--- config.mk ---
export PLATFORM = sky130hd
export DESIGN_NAME = serial_uart_bridge
export DESIGN_NICKNAME = d
export VERILOG_FILES = /design/src/rtl/serial_uart_bridge.sv
export SDC_FILE = /design/constraint.sdc
export NUM_CORES = 1
export LEC_CHECK = 0
export CAP_MARGIN = 5
export CELL_PAD_IN_SITES_DETAIL_PLACEMENT = 0
export CELL_PAD_IN_SITES_GLOBAL_PLACEMENT = 1
export CORE_ASPECT_RATIO = 0.6
export CORE_UTILIZATION = 40
export CTS_CLUSTER_SIZE = 10
export DETAILED_ROUTE_END_ITERATION = 10
export GPL_TIMING_DRIVEN = 1
export PLACE_DENSITY_LB_ADDON = 0.1
export SLEW_MARGIN = 15
export SYNTH_ARGS = -nofsm -noshare
export SYNTH_HDL_FRONTEND = slang
export SYNTH_SLANG_ARGS = --single-unit
export TNS_END_PERCENT = 20
--- constraint.sdc ---
create_clock -name clock -period 4.6 [get_ports clock]
set_input_delay 0.46 -clock clock [delete_from_list [all_inputs] [get_ports clock]]
set_output_delay 0.46 -clock clock [all_outputs]
set_load 0.01 [all_outputs]
--- src/rtl/serial_uart_bridge.sv ---
// 8N1 UART bridge between a physical RX/TX line pair and the processor's
// memory-mapped serial port, with a byte FIFO in each direction.
module serial_uart_bridge #(
    parameter int CLKS_PER_BIT = 16,
    parameter int FIFO_DEPTH   = 4
) (
    input  logic       clock,
    input  logic       reset,
    input  logic       uart_rx_in,
    output logic       uart_tx_out,
    output logic [7:0] serial_data_out,
    output logic       serial_valid_out,
    input  logic       serial_rden_in,
    input  logic [7:0] serial_data_in,
    input  logic       serial_wren_in,
    output logic       serial_ready_out,
    output logic       frame_error_out,
    output logic       rx_overrun_out
);
    localparam int AW = $clog2(FIFO_DEPTH);
    localparam int CW = $clog2(CLKS_PER_BIT);
    localparam logic [CW-1:0] BIT_LAST  = CW'(CLKS_PER_BIT - 1);
    localparam logic [CW-1:0] HALF_LAST = CW'(CLKS_PER_BIT / 2 - 1);
    localparam logic [AW:0]   PTR_ONE   = (AW + 1)'(1);

    logic rx_meta, rxs;

    always_ff @(posedge clock or negedge reset) begin
        if (!reset) begin
            rx_meta <= 1'b1;
            rxs     <= 1'b1;
        end else begin
            rx_meta <= uart_rx_in;
            rxs     <= rx_meta;
        end
    end

    typedef enum logic [2:0] {RX_IDLE, RX_START, RX_DATA, RX_STOP, RX_BREAK} rx_state_t;
    rx_state_t     rx_state, rx_state_next;
    logic [CW-1:0] rx_cnt;
    logic [2:0]    rx_bit;
    logic [7:0]    rx_shift;
    logic          rx_tick, rx_push, rx_frame_err;

    always_ff @(posedge clock or negedge reset) begin
        if (!reset) rx_state <= RX_IDLE;
        else        rx_state <= rx_state_next;
    end

    always_comb begin
        rx_state_next = rx_state;
        rx_tick       = 1'b0;
        rx_push       = 1'b0;
        rx_frame_err  = 1'b0;
        case (rx_state)
            RX_IDLE:  if (!rxs) rx_state_next = RX_START;
            RX_START: if (rx_cnt == HALF_LAST) rx_state_next = rxs ? RX_IDLE : RX_DATA;
            RX_DATA: begin
                if (rx_cnt == BIT_LAST) begin
                    rx_tick = 1'b1;
                    if (rx_bit == 3'd7) rx_state_next = RX_STOP;
                end
            end
            RX_STOP: begin
                if (rx_cnt == BIT_LAST) begin
                    if (rxs) begin
                        rx_push       = 1'b1;
                        rx_state_next = RX_IDLE;
                    end else begin
                        rx_frame_err  = 1'b1;
                        rx_state_next = RX_BREAK;
                    end
                end
            end
            // a low stop bit means a break may be in progress: wait for idle
            RX_BREAK: if (rxs) rx_state_next = RX_IDLE;
            default:  rx_state_next = RX_IDLE;
        endcase
    end

    always_ff @(posedge clock or negedge reset) begin
        if (!reset) begin
            rx_cnt <= '0;
            rx_bit <= '0;
        end else begin
            if (rx_state == RX_IDLE || rx_state_next != rx_state || rx_tick) rx_cnt <= '0;
            else rx_cnt <= rx_cnt + 1'b1;
            if (rx_state != RX_DATA) rx_bit <= '0;
            else if (rx_tick)        rx_bit <= rx_bit + 3'd1;
        end
    end

    always_ff @(posedge clock) begin
        if (rx_tick) rx_shift <= {rxs, rx_shift[7:1]};
    end

    logic [7:0]  rx_mem [FIFO_DEPTH];
    logic [AW:0] rx_wr, rx_rd, rx_rd_next;
    logic        rx_empty, rx_full, rx_pop, rx_write;

    assign rx_empty         = (rx_wr == rx_rd);
    assign rx_full          = (rx_wr[AW] != rx_rd[AW]) && (rx_wr[AW-1:0] == rx_rd[AW-1:0]);
    assign rx_pop           = serial_rden_in && !rx_empty;
    assign rx_write         = rx_push && (!rx_full || rx_pop);
    assign rx_rd_next       = rx_pop ? rx_rd + PTR_ONE : rx_rd;
    assign serial_valid_out = !rx_empty;

    always_ff @(posedge clock) begin
        if (rx_write) rx_mem[rx_wr[AW-1:0]] <= rx_shift;
    end

    // serial_data_out tracks the head: an existing entry if one remains,
    // otherwise the byte being pushed into an empty FIFO this cycle.
    always_ff @(posedge clock or negedge reset) begin
        if (!reset) begin
            rx_wr           <= '0;
            rx_rd           <= '0;
            serial_data_out <= '0;
            rx_overrun_out  <= 1'b0;
            frame_error_out <= 1'b0;
        end else begin
            if (rx_write) rx_wr <= rx_wr + PTR_ONE;
            rx_rd <= rx_rd_next;
            if (rx_rd_next != rx_wr) serial_data_out <= rx_mem[rx_rd_next[AW-1:0]];
            else if (rx_write)       serial_data_out <= rx_shift;
            if (rx_push && !rx_write) rx_overrun_out <= 1'b1;
            if (rx_frame_err)         frame_error_out <= 1'b1;
        end
    end

    logic [7:0]  tx_mem [FIFO_DEPTH];
    logic [AW:0] tx_wr, tx_rd;
    logic        tx_empty, tx_full, tx_pop, tx_write;

    assign tx_empty         = (tx_wr == tx_rd);
    assign tx_full          = (tx_wr[AW] != tx_rd[AW]) && (tx_wr[AW-1:0] == tx_rd[AW-1:0]);
    assign tx_write         = serial_wren_in && (!tx_full || tx_pop);
    assign serial_ready_out = !tx_full;

    always_ff @(posedge clock) begin
        if (tx_write) tx_mem[tx_wr[AW-1:0]] <= serial_data_in;
    end

    always_ff @(posedge clock or negedge reset) begin
        if (!reset) begin
            tx_wr <= '0;
            tx_rd <= '0;
        end else begin
            if (tx_write) tx_wr <= tx_wr + PTR_ONE;
            if (tx_pop)   tx_rd <= tx_rd + PTR_ONE;
        end
    end

    typedef enum logic [1:0] {TX_IDLE, TX_START, TX_DATA, TX_STOP} tx_state_t;
    tx_state_t     tx_state, tx_state_next;
    logic [CW-1:0] tx_cnt;
    logic [2:0]    tx_bit;
    logic [7:0]    tx_shift;
    logic          tx_bit_end, tx_shift_en, tx_level;

    assign tx_bit_end = (tx_cnt == BIT_LAST);

    always_ff @(posedge clock or negedge reset) begin
        if (!reset) tx_state <= TX_IDLE;
        else        tx_state <= tx_state_next;
    end

    always_comb begin
        tx_state_next = tx_state;
        tx_pop        = 1'b0;
        tx_shift_en   = 1'b0;
        tx_level      = 1'b1;
        case (tx_state)
            TX_IDLE: begin
                if (!tx_empty) begin
                    tx_pop        = 1'b1;
                    tx_state_next = TX_START;
                end
            end
            TX_START: begin
                tx_level = 1'b0;
                if (tx_bit_end) tx_state_next = TX_DATA;
            end
            TX_DATA: begin
                tx_level = tx_shift[0];
                if (tx_bit_end) begin
                    tx_shift_en = 1'b1;
                    if (tx_bit == 3'd7) tx_state_next = TX_STOP;
                end
            end
            TX_STOP: begin
                // chain straight into the next frame when more data is queued
                if (tx_bit_end) begin
                    if (!tx_empty) begin
                        tx_pop        = 1'b1;
                        tx_state_next = TX_START;
                    end else begin
                        tx_state_next = TX_IDLE;
                    end
                end
            end
            default: tx_state_next = TX_IDLE;
        endcase
    end

    always_ff @(posedge clock or negedge reset) begin
        if (!reset) begin
            tx_cnt      <= '0;
            tx_bit      <= '0;
            uart_tx_out <= 1'b1;
        end else begin
            if (tx_state == TX_IDLE || tx_state_next != tx_state || tx_shift_en) tx_cnt <= '0;
            else tx_cnt <= tx_cnt + 1'b1;
            if (tx_state != TX_DATA) tx_bit <= '0;
            else if (tx_shift_en)    tx_bit <= tx_bit + 3'd1;
            uart_tx_out <= tx_level;
        end
    end

    always_ff @(posedge clock) begin
        if (tx_pop)           tx_shift <= tx_mem[tx_rd[AW-1:0]];
        else if (tx_shift_en) tx_shift <= {1'b0, tx_shift[7:1]};
    end

endmodule
---- Word-level counts from Yosys, hierarchy flattened ----
Memory sizes are Yosys's and may differ from the RTL's.
Index checks and enable logic that the tools add are counted.
storage, ports and cells
  register bits ........................... 60
  memory bits (writable) .................. 64
  logic and storage cells ................. 118
  memories kept ........................... 2
cells by class
  add/subtract/negate cells ............... 8
  equal/unequal tests ..................... 23
  multiplexer cells ....................... 45
  reductions and logical operators ........ 22
memory list
  name    depth  bits a word  read ports  clocked after Yosys merged registers in  write ports  RTL line  RTL
  rx_mem  4      8            1           0                                        1            97        logic [7:0] rx_mem [FIFO_DEPTH];
  tx_mem  4      8            1           0                                        1            131       logic [7:0] tx_mem [FIFO_DEPTH];
operator list
  kind                 number
  $mux 3               12
  $mux 8               4
  $add 3x1->3 const B  6
  $mux 1               17
  $pmux 3 s5           1
  $mux 2               6
  $eq 3x3->1 const B   3
  $add 4x1->4 const B  2
  $eq 4x4->1 const B   2
  $mux 4               2
  $pmux 2 s4           1
  $reduce_bool 2->1    4
  $eq 3x2->1 const B   2
  $eq 3x3->1           2
  $logic_and 1x1->1    6
  $logic_or 1x1->1     6
  $ne 3x3->1           2
  $eq 2x2->1           2
  $eq 2x2->1 const B   2
  $eq 4x3->1 const B   1
  $logic_not 1->1      4
  $pmux 1 s2           2
  $eq 3x1->1 const B   1
  $logic_not 3->1      1
  other kinds (6)      7

---- Longest topological paths before layout ----
  depth in word-level cells ............... 8
  gate-level depth with buffers ........... 8

---- Worst setup path before layout ----
Ideal clock, no wire load.
  path type ............................... register to register
  from .................................... register tx_state[0]
  to ...................................... memory tx_mem[3][0] (enable)
  library setup time ...................... 0.339 ns
  arrival time ............................ 1.814 ns
  required time ........................... 4.261 ns
  path slack .............................. 2.446 ns
  stages on the path, launching flop included .. 6
  buffers on the path ..................... 0
  period minus slack after synthesis ...... 2.154 ns
  path through ............................ dfrtp_1 -> inv_1 -> ha_1 -> or2_2 -> a31oi_1 -> and2_1
between the ends
  longest elaborated chain between the ends .. 6
  elaborated cells between the ends (all ways) .. 7
ends and longest elaborated chain
  what                                                  RTL line  RTL
  start: declaration                                    155       tx_state_t tx_state, tx_state_next;
  start signal: assignment                              165       else tx_state <= tx_state_next;
  $eq 2x2->1 / $logic_not 2->1 (equally long branches)  173       case (tx_state)
  $pmux 1 s2 (*)                                        173
  $logic_or 1x1->1 (*)                                  137       assign tx_write = serial_wren_in && (!tx_full || tx_pop);
  $logic_and 1x1->1 (*)                                 137
  $mux 1 (*)                                            141       if (tx_write) tx_mem[tx_wr[AW-1:0]] <= serial_data_in;
  $mux 1 (not written as such) (*)                      141
  end: declaration                                      131
Mark *: on every way between the ends. The rest lies on a longest branch, timed or not.

---- Worst setup path after layout ----
  from .................................... register rx_rd[0]
  to ...................................... output serial_valid_out
between the ends
  longest elaborated chain between the ends .. 2
ends and longest elaborated chain
  what                      RTL line  RTL
  start: declaration        98        logic [AW:0] rx_wr, rx_rd, rx_rd_next;
  start signal: assignment  123       rx_rd <= rx_rd_next;
  $eq 3x3->1                101       assign rx_empty = (rx_wr == rx_rd);
  $logic_not 1->1           106       assign serial_valid_out = !rx_empty;
  end: declaration          12        output logic serial_valid_out,
Every way passes these cells.

==> run metrics <==
status finished, final reports clean; first-pass GRT wire length between 15000 and 20000 um; hold_buf cts 0; clk slew on worst S/H paths 0.07 ns; Yosys reg bits 124; reg-to-reg slack, setup 1.83 ns; Post-synth EDFFs 80; peak supply drop about 0.23 mV; CP max FO 18; Slew Viols, Final 0; slew margin rel. 39.81%; Worst Skew 0.01362 ns; vias 3062; TritonCTS clock tree done; Final min period between 2 and 3 ns; FF-to-FF End serial_data_out[3]; Area Overhead vs Synth 17.14%; Syn Nets 396; RSZ-0062 raised after global routing false; Synth Instances 362; Synth Area in Adders 4.627%; Worst EP arrival about 2.5 ns; Site Rows 33; routability cong. ~0.79; DRT Pass-1 Iters 4; sequential area share after synthesis between 60% and 70%; number of max-cap violations 0; antenna violations before repair 1; DRC viols 0; Total Routed Length 11360 um; H-Tree Depth 4; Routed Antenna Nets 0; clock latency on the worst-skew pair ~0.4 ns; startpoint types flip-flop; syn avg cell area 15.69 um^2; P_leak roughly 2.5 nW; layout cell share with drive strength beyond 1 20.59%; 1st-iter DRT viols 187; crit path to serial_valid_out; post-CTS setup buffer count 0; gr usage total 17.24%; Yosys cell types 55; commonest non-fill, non-tap cell in the layout edfxtp_1; Critical Path End Type primary output; Sw Ratio 32.74%; crit path kind reg -> out; Final WS setup 1.681 ns; vias per cell 5.103; largest family of logic cells by synthesized area multiplexers; clock share of power 30.3%; Slew @ Worst Pin 0.9028 ns; nets@finish 429; I/O Buffers 25; final hold violation count 0; fraction of registers with async set or reset after synthesis 35.48%; Syn. warnings 0; # setup viols final 0; cts bufs inserted 17; Worst EP required 4.14 ns; largest net degree at the start of global routing 45; Synth Cell Area 0.005679 mm^2; core box area 0.01375 mm^2; Fillers 1175; Fin Setup TNS 0 ns; DP Wirelength 7711 um; number of cells on the worst reg-to-reg path 5; pwr dens 647.2 mW/mm^2; worst min-delay path category in -> async; Flop pwr share approximately two fifths; Combinational Power Share between 30 and 40%; compound-gate portion of the synthesized area between 4 and 5%; width of the die 155.8 um; Initial Util about 41%; maximum clock rate 342.6 MHz; CTS root buffer clkbuf_16; gr ovfl total 0; simple-gate share of the synthesized area 6.698%; cts repair resizes 0; Clock Sinks 124; die height 94.30 um; Die ar. 0.01469 mm^2; most frequent cells in the layout edfxtp_1 (80), dfrtp_1 (41), mux2i_1 (30); antenna cells 0; period utilisation layout a little under two thirds; clock buffer depth 2; # IOs 26; Worst R2R Start rx_rd[0]; drt wl/cell 18.94 um; cell internal pwr 0.002896 W; Critical path origin rx_rd[0]; Primary FF master, synth edfxtp_1; XOR/XNOR Fraction of Synth Area under 10%; worst slack at placement 1.855 ns; Net Sw Power 0.001410 W; mux contribution to synthesized area 15.80%; vias in the first global route 2975
[registers in the layout, summed over array words and instances, names as in the netlist, 3 cells and up]
name and cells:
tx_rd 3, rx_cnt 4, rx_shift 8, rx_wr 3
rx_state 3, tx_shift 8, rx_bit 3, tx_wr 3
tx_bit 3, tx_cnt 4, tx_mem 32, rx_rd 3
serial_data_out 8, rx_mem 32
[power groups by stage]
stage                     Clock [W]  Sequential [W]  Combinational [W]
after floorplan                   0         0.00158            0.00109
after global placement            0         0.00172            0.00131
after detailed placement          0         0.00172            0.00132
after CTS                   0.00133         0.00170            0.00133
after global routing        0.00139         0.00173            0.00145
final                       0.00130         0.00169            0.00131
[per-layer routing]
layer	track usage (%)	share of wire, %	up-vias
met4	5.147	0.51	0
met2	21.35	38	88
li1	-	-	1427
met1	26.74	52	1543
met5	0	0	-
met3	6.642	9.1	4
[cells in the mapped netlist, types with 2 or more instances]
master    number  area, um^2
nor2_1        17       63.81
nand2_1       19       71.32
xnor2_1       12       105.1
o22ai_1        2       12.51
a31oi_1        2       12.51
and3_1         3       18.77
xor2_1        11       96.34
nor3_1         5       25.02
a21oi_1        7       35.03
mux2_2         8       90.09
ha_1          21       262.8
and2_2         4       30.03
inv_1         10       37.54
dfrtp_1       41        1026
mux4_2        22       495.5
o21ai_0        5       25.02
nand3_1        8       40.04
a21boi_0       2       15.01
and2_1         5       31.28
mux2i_1       30       300.3
edfxtp_1      80        2402
buf_6          6       67.56
dfstp_2        3       78.83
a21o_1         5       37.54
buf_2          3       15.01
clkbuf_1       2       7.510
[metrics by stage]
step                power [W]  util (%)  instances  hold WS [ns]  cell area, um^2
floorplan            0.002670         -        362        0.1644             5679
global placement     0.003024     44.20        568        0.3509             6077
detailed placement   0.003038     44.20        568        0.3468             6077
CTS                  0.004364     48.38        600        0.1800             6653
global route         0.004569     48.38        600        0.2020             6653
finish               0.004306     48.38        600        0.1510             6653
[how the worst min path moves through the flow]
stage,cells past startpoint,slack [ns],endpoint
floorplan,0,0.16,frame_error_out
global placement,0,0.35,rxs
detailed placement,0,0.35,rxs
CTS,2,0.18,serial_data_out[2]
global route,2,0.20,serial_data_out[2]
finish,2,0.15,serial_data_out[2]
[cell type report]
| cell class | instances | area, um^2 | share of cell area, % |
|---|---|---|---|
| clock buffer | 17 | 425.4 | 6.395 |
| clock inverter | 15 | 150.1 | 2.257 |
| inverter | 10 | 37.54 | 0.5642 |
| multi-input combinational | 214 | 2024 | 30.43 |
| sequential | 124 | 3507 | 52.72 |
| tap | 192 | 240.2 | 3.611 |
| timing repair buffer | 28 | 267.8 | 4.025 |
[critical path: stages, from the launching register on]
cell,delay [ns]
dfrtp_1,0.93
xor2_2,0.21
nor2_2,0.23
nand2_1,0.16
clkdlybuf4s50_1,0.52
[logic make-up (layout without fill, tap and decap cells)]
| family | after synthesis | in the layout |
|---|---|---|
| AND/OR/NAND/NOR | 72 | 72 |
| buffers and inverters | 24 | 70 |
| flip-flops | 124 | 124 |
| adder cells (fa/ha/maj) | 21 | 21 |
| AO/OA/AOI/OAI | 36 | 36 |
| XOR/XNOR | 24 | 24 |
| multiplexers | 61 | 61 |
No activity file was read; power rests on OpenSTA's default activity.
